==> src/rtl/clk_div_ctrl.sv <==
// clk_div_ctrl: run-controlled 50%-duty clock divider with a handshaked
// half-period update that only takes effect at a full-period boundary.
// Optional feature: define CLK_DIV_CTRL_TICK_EN to add rise_tick/fall_tick.
module clk_div_ctrl #(
  parameter int unsigned CNT_W        = 8,
  parameter int unsigned DEFAULT_HALF = 4
) (
  input  logic             clk,
  input  logic             reset,
  input  logic             en,
  input  logic             cfg_valid,
  input  logic [CNT_W-1:0] cfg_half,
  output logic             cfg_ready,
  output logic             clk_out,
  output logic             busy,
  output logic [CNT_W-1:0] cur_half
`ifdef CLK_DIV_CTRL_TICK_EN
  ,
  output logic             rise_tick,
  output logic             fall_tick
`endif
);

  typedef enum logic [1:0] {
    IDLE      = 2'd0,
    RUN       = 2'd1,
    STOP_WAIT = 2'd2
  } state_t;

  state_t           state;
  logic [CNT_W-1:0] cnt;
  logic [CNT_W-1:0] pend_half;
  logic             pend;

  logic             cfg_fire;
  logic [CNT_W-1:0] cfg_clamped;
  logic             wrap;

  // A zero half-period would never toggle, so it is treated as one.
  assign cfg_fire    = cfg_valid & cfg_ready;
  assign cfg_clamped = (cfg_half == '0) ? CNT_W'(1) : cfg_half;
  // cur_half is never zero, so the subtraction cannot underflow.
  assign wrap        = (cnt == (cur_half - CNT_W'(1)));

  // Controller FSM: counter, divided clock, config handshake and ticks.
  always_ff @(posedge clk) begin
    if (reset) begin
      state     <= IDLE;
      cnt       <= '0;
      clk_out   <= 1'b0;
      busy      <= 1'b0;
      cfg_ready <= 1'b1;
      cur_half  <= CNT_W'(DEFAULT_HALF);
      pend_half <= '0;
      pend      <= 1'b0;
`ifdef CLK_DIV_CTRL_TICK_EN
      rise_tick <= 1'b0;
      fall_tick <= 1'b0;
`endif
    end else begin
`ifdef CLK_DIV_CTRL_TICK_EN
      rise_tick <= 1'b0;
      fall_tick <= 1'b0;
`endif
      // Capture. pend and cfg_ready are complementary, so a capture never
      // coincides with an apply below (apply tests the old pend value).
      if (cfg_fire) begin
        if (state == IDLE) begin
          cur_half <= cfg_clamped;
        end else begin
          pend_half <= cfg_clamped;
          pend      <= 1'b1;
          cfg_ready <= 1'b0;
        end
      end

      case (state)
        IDLE: begin
          cnt     <= '0;
          clk_out <= 1'b0;
          // Leftover from a capture on the edge that truncated the run.
          if (pend) begin
            cur_half  <= pend_half;
            pend      <= 1'b0;
            cfg_ready <= 1'b1;
          end
          if (en) begin
            state <= RUN;
            busy  <= 1'b1;
          end
        end

        RUN: begin
          if (!en && !clk_out) begin
            // Low phase: stopping now cannot produce a runt pulse.
            state <= IDLE;
            busy  <= 1'b0;
            cnt   <= '0;
            if (pend) begin
              cur_half  <= pend_half;
              pend      <= 1'b0;
              cfg_ready <= 1'b1;
            end
          end else begin
            if (wrap) begin
              cnt     <= '0;
              clk_out <= ~clk_out;
`ifdef CLK_DIV_CTRL_TICK_EN
              rise_tick <= ~clk_out;
              fall_tick <= clk_out;
`endif
              if (clk_out && pend) begin
                cur_half  <= pend_half;
                pend      <= 1'b0;
                cfg_ready <= 1'b1;
              end
            end else begin
              cnt <= cnt + CNT_W'(1);
            end
            // clk_out is high here, so a wrap is the falling toggle itself.
            if (!en) begin
              if (wrap) begin
                state <= IDLE;
                busy  <= 1'b0;
              end else begin
                state <= STOP_WAIT;
              end
            end
          end
        end

        STOP_WAIT: begin
          // clk_out is always high here; the wrap is the falling toggle.
          if (wrap) begin
            cnt     <= '0;
            clk_out <= 1'b0;
`ifdef CLK_DIV_CTRL_TICK_EN
            fall_tick <= 1'b1;
`endif
            if (pend) begin
              cur_half  <= pend_half;
              pend      <= 1'b0;
              cfg_ready <= 1'b1;
            end
          end else begin
            cnt <= cnt + CNT_W'(1);
          end
          if (en) begin
            state <= RUN;
          end else if (wrap) begin
            state <= IDLE;
            busy  <= 1'b0;
          end
        end

        default: begin
          state   <= IDLE;
          busy    <= 1'b0;
          cnt     <= '0;
          clk_out <= 1'b0;
        end
      endcase
    end
  end

endmodule

==> config.mk <==
export PLATFORM = sky130hd
export DESIGN_NAME = clk_div_ctrl
export DESIGN_NICKNAME = d
export VERILOG_FILES = /design/src/rtl/clk_div_ctrl.sv
export SDC_FILE = /design/constraint.sdc
export NUM_CORES = 1
export LEC_CHECK = 0
export ABC_AREA = 1
export BUFFER_PORTS_ARGS = -buffer_cell sky130_fd_sc_hd__buf_2
export CAP_MARGIN = 10
export CORE_ASPECT_RATIO = 1.4
export CORE_MARGIN = 8
export CORE_UTILIZATION = 60
export DETAILED_ROUTE_END_ITERATION = 10
export GPL_TIMING_DRIVEN = 0
export PLACE_DENSITY = 0.88
export REMOVE_ABC_BUFFERS = 1
export SETUP_SLACK_MARGIN = 0.2
export SLEW_MARGIN = 20
export SYNTH_ARGS = -nofsm -noshare
export SYNTH_HDL_FRONTEND = slang
export SYNTH_SLANG_ARGS = --single-unit
export TNS_END_PERCENT = 20
==> constraint.sdc <==
create_clock -name clk -period 5.43 [get_ports clk]
set_input_delay 0.8145 -clock clk [delete_from_list [all_inputs] [get_ports clk]]
set_output_delay 0.8145 -clock clk [all_outputs]
set_load 0.02 [all_outputs]
# Word level (Yosys, flattened, before mapping)
# Cells that the tools add are included.
# totals
romBits,0
regBits,30
n_memories,0
ram_bits,0
inputBits,12
latchBits,0
# op_classes
n_shift,0
n_eq_ne,9
n_addsub,2
bitwise,3
mux,44
n_mul,0
magnitude_cmp,0
n_div,0
n_reduce_logical,9
# op_table
cell,count
$mux W8,10
$pmux W8 S3,1
$mux W1,21
$pmux W8 S2,1
$mux W2,6
$pmux W1 S3,3
$add A8 B1 Y8 const B,1
$eq A8 B8 Y1,1
$logic_not A8 Y1,1
$ne A2 B2 Y1 const B,4
$sub A8 B1 Y8 const B,1
$ne A3 B3 Y1 const B,2
$pmux W2 S3,1
$reduce_and A3 Y1,2
$eq A2 B1 Y1 const B,1
$eq A2 B2 Y1 const B,1
$logic_and A1 B1 Y1,2
$logic_not A1 Y1,2
$logic_not A2 Y1,1
$not A1 Y1,2
$pmux W1 S2,1
$reduce_and A2 Y1,1
$and A1 B1 Y1,1

# Logic depth before layout (Yosys ltp)
# depth
depth_word,8
depth_mapped,19
mapped_depth_nobuf,18

# Worst setup path after synthesis
# No wires, ideal clock.
# synth_timing
path_type,register -> register
startpoint,register cur_half[0]
endpoint,register cur_half[0]
path_buffers,1
stages_incl_launch_ff,19
setup_slack_ps,3427
synth_period_minus_slack_ps,2003
arrival_ps,1894
path_cell_list,dfxtp_1 -> inv_1 -> ha_1 -> inv_1 -> nand2_1 -> nand2_1 -> nor2_1 -> nand3_1 -> nor2_2 -> nand2_1 -> nor2_2 -> nand2_1 -> buf_6 -> nand2_1 -> nand3_1 -> nand2_1 -> nand3_1 -> nand2_1 -> inv_1
# synth_via
elab_chain_len,6
word_cells_on_any_way,10
# synth_lines
item,line,rtl
start: declaration,16,output logic [CNT_W-1:0] cur_half
start signal: assignment,53,cur_half <= CNT_W'(DEFAULT_HALF);
start signal: assignment,69,cur_half <= cfg_clamped;
start signal: assignment,83,cur_half <= pend_half;
branches (longest 5 deep; another with $sub A8 B1 Y8),n/a,
$pmux W8 S3 *,77,case (state)
# Every way passes the cells marked *.
# A chain may end at the register's enable or synchronous reset.

# Worst setup path in the final report
# layout_timing
startpoint,register cur_half[0]
endpoint,register pend
# layout_via
elab_chain_len,5
word_cells_on_any_way,6
# layout_lines
item,line,rtl
$sub A8 B1 Y8 *,43,assign wrap = (cnt == (cur_half - CNT_W'(1)));
$eq A8 B8 Y1 *,43,
$mux W1,105,if (wrap) begin
$mux W1,94,if (!en && !clk_out) begin
$pmux W1 S3 *,77,
end signal: assignment,84,pend <= 1'b0;
end signal: assignment,101,pend <= 1'b0;
end signal: assignment,114,pend <= 1'b0;
end: declaration,33,logic pend;
# Mark *: on every way between the ends. The rest lies on a longest branch, timed or not.

==> results.py <==
metrics = {
    "job": {
        "max_cap_viol_count": 0,
    },
    "critical_path": {
        "crit_path_max_incr_delay_ns": 0.47,
        "crit_family": "simple AND/OR/NAND/NOR gates",
        "cp.arrival_ns": 2.72,
        "path_class": "flop to flop",
        "r2r_slack_ns": 2.89,
        "startpoint": "cur_half[0]$_SDFF_PP0_",
        "required_ns": 5.61,
        "path_common_cell": "inv_1",
        "cp_num_buf_inv": 4,
        "cp-start-kind": "flop",
        "crit_slowest_cell": "nor2_2",
        "worstSetupEndpointType": "flop",
        "path_cells": "inv_1, ha_1, inv_1, nand2_1, nand2_1, nor2_1, nand3_1, nor2_2, nand3_1, nor2_2, nand2_1, inv_1, o21ai_0, o21ai_0, inv_1",
        "crit_fanout": 13,
        "r2r-start": "cur_half[0]$_SDFF_PP0_",
    },
    "global_route": {
        "grt_pass1_wl_um": 10500,
        "grt_pass1_vias": 2434,
        "grt_usage": 0.196,
        "grt_max_degree": 20,
        "grt.overflow.total": 0,
        "grt_antenna_before_repair": 0,
    },
    "floorplan": {
        "die_area_mm2": 0.00624,
        "die_x_um": 69.1,
        "ios": 23,
        "start_util": 0.614,
        "core_mm2": 0.00385,
        "die_y_um": 90.3,
        "row_count": 27,
    },
    "finish": {
        "multi_input_area_mm2": 0.00144,
        "areaGrowthSynthToFinish_pct": 8.94,
        "seqCellArea_um2": 601,
        "fillers": 381,
        "n_antenna_cell": 0,
        "drive_above_1_share": 0.111,
        "final_nets": 450,
    },
    "clocking": {
        "post_cts_buffers": 0,
        "clkSinkCount": 30,
        "htree_levels": 2,
        "cts_root_buf": "clkbuf_8",
        "clock_path_buffers": 2,
        "insertion_delay_ns": 0.29,
        "cts_resized": 0,
        "cts.clk_slew.worst_paths_ns": 0.07,
        "ctsHoldBuffers": 0,
        "cts_tree": "done",
        "cts_buffers": 5,
    },
    "drt": {
        "drc": 0,
        "first_iter_violations": 180,
        "ant_nets": 0,
        "viasPerCell": 5.51,
        "vias": 2618,
        "totalWireLength_um": 6260,
        "dr.pass1.iters": 5,
        "routedWlPerCell_um": 13.2,
    },
    "pwr": {
        "ir_drop_uv": 308,
        "cellLeakagePower_uw": 0.00133,
        "cellPowerDensity_mw_per_mm2": 455,
    },
    "timing": {
        "setup_ws_ns": 2.89,
        "slew_headroom": 0.468,
        "post-route-period-util": 0.467,
        "setup_tns_ns": 0,
        "hold_violations": 0,
        "max_slew.worst_pin.slew_ns": 0.795,
        "fin_skew_ns": 0.00583,
        "finalSetupViolCount": 0,
        "rsz0062_at_grt": "no",
        "finalMaxSlewViolations": 0,
        "max_freq_mhz": 394,
        "fin_crit_ns": 2.54,
    },
    "synthesis": {
        "synth.avg_cell_area_um2": 5.73,
        "ys_warn_count": 0,
        "postSynthRegisterBits": 30,
        "yosys.area.top_type": "dfxtp_1",
        "ys_seq_area_frac": 0.254,
        "yosysTopAreaCellShare": 0.254,
        "syn_area_mm2": 0.00237,
        "yosysUniqueCellTypes": 31,
        "synth_cells": 413,
        "synthTopCellsByArea": "dfxtp_1 (25%), nand2_1 (22%), inv_1 (10%), o21ai_0 (7.2%), nor2_1 (5.6%)",
    },
    "outcome": {
        "status": "complete, no violations",
    },
    "min_path": {
        "hold_path.class": "flop to flop",
        "worstHoldStart": "cnt[0]$_SDFF_PP0_",
    },
    "place": {
        "pre_cts_slack_ns": 2.98,
        "place_hpwl_um": 4640,
        "portBuffers": 22,
        "place_congestion": 0.946,
    },
}
-- cell usage after synthesis --
cell / n
nand3b_1: 1
ha_1: 6
o21ai_1: 4
a31oi_1: 3
a21oi_1: 23
o21ai_0: 34
inv_1: 64
inv_2: 5
xnor2_1: 3
a21oi_2: 1
a21boi_0: 1
a21boi_1: 1
buf_2: 4
o21bai_1: 1
nand4_1: 1
nor2_1: 35
nand4_2: 1
o21ai_2: 4
nor2_2: 5
nand2_1: 139
clkinv_1: 1
o21ai_4: 1
nor3_1: 7
nand2_2: 1
buf_6: 3
xor2_1: 4
a22oi_1: 1
dfxtp_1: 30
clkbuf_1: 3
nand3_2: 1
nand3_1: 25
-- cells in the final DEF (no fill, tap or decap) --
master | synthesis | routed
dfxtp_1 | 30 | 30
xor2_1 | 4 | 4
o21ai_0 | 34 | 34
ha_1 | 6 | 6
a21oi_1 | 23 | 23
clkinv_1 | 1 | 1
clkbuf_8 | 0 | 6
nand3_1 | 25 | 25
o21ai_1 | 4 | 4
bufinv_16 | 0 | 1
inv_1 | 64 | 64
nand2_2 | 1 | 1
a22oi_1 | 1 | 1
xnor2_1 | 3 | 3
nor3_1 | 7 | 7
o21ai_4 | 1 | 1
nor2_1 | 35 | 35
o21bai_1 | 1 | 1
nand2_1 | 139 | 139
a21oi_2 | 1 | 1
a21boi_0 | 1 | 1
nand4_2 | 1 | 1
nand3_2 | 1 | 1
buf_2 | 4 | 22
nor2_2 | 5 | 5
o21ai_2 | 4 | 4
nand3b_1 | 1 | 1
inv_2 | 5 | 5
a31oi_1 | 3 | 3
nand4_1 | 1 | 1
a21boi_1 | 1 | 1
-- per-layer routing --
layer | up-vias | track usage | routed length, um
li1 | 1326 | - | -
met1 | 1164 | 0.200 | 2410
met2 | 106 | 0.352 | 3150
met3 | 22 | 0.0352 | 408
met4 | 0 | 0.130 | 282
met5 | - | 0 | 0
-- stage by stage --
step,hold slack [ns],total power (uW),utilization,std cells,instance area [um^2]
3_5_place_dp,0.450,931,0.640,468,2460
2_1_floorplan,0.430,784,-,403,2300
6_report,0.462,1170,0.669,475,2580
3_3_place_gp,0.444,913,0.640,468,2460
4_1_cts,0.465,1170,0.669,475,2580
5_1_grt,0.520,1280,0.669,475,2580
-- worst register-to-register path: stages (launching register included) --
cell     delay, ns
dfxtp_1       0.38
inv_1         0.11
ha_1          0.32
inv_1         0.04
nand2_1       0.05
nand2_1       0.04
nor2_1        0.09
nand3_1       0.10
nor2_2        0.12
nand3_1       0.09
nor2_2        0.47
nand2_1       0.20
inv_1         0.11
o21ai_0       0.08
o21ai_0       0.17
inv_1         0.05
-- flip-flops by register name, summed over array words and instances, names as in the netlist --
name / flops
state: 2
pend: 1
pend_half: 8
cnt: 8
busy: 1
cur_half: 8
clk_out: 1
cfg_ready: 1
-- cell families after synthesis --
kind of cell,count (synthesis),share of synthesized area
AOI/OAI and AO/OA,74,0.175
and+or+nand+nor,216,0.375
DFF,30,0.254
xor gates and xnor gates,7,0.0259
adders and majority gates,6,0.0317
buffers and inverters,80,0.139
-- report_power, final --
part	internal [uW]	switching, uW	total, uW
combinational	204	416	620
clock	147	86.6	233
sequential	267	52.8	320
total	617	556	1170
-- path summary, 6_finish.rpt --
check,end,cells past startpoint
setup / recovery,pend$_SDFF_PP0_,15
hold / removal,cnt[0]$_SDFF_PP0_,1
setup reg to reg,pend$_SDFF_PP0_,15
hold reg to reg,cnt[0]$_SDFF_PP0_,1
-- cell type report --
| type | instances | area share |
|---|---|---|
| clock inverters | 1 | 0.0117 |
| inverters | 70 | 0.102 |
| well taps | 43 | 0.0209 |
| clock buffers | 6 | 0.0320 |
| multi-input cells | 303 | 0.558 |
| repair buffers | 22 | 0.0427 |
| flip-flops and latches | 30 | 0.233 |
(Power assumes the default switching activity.)
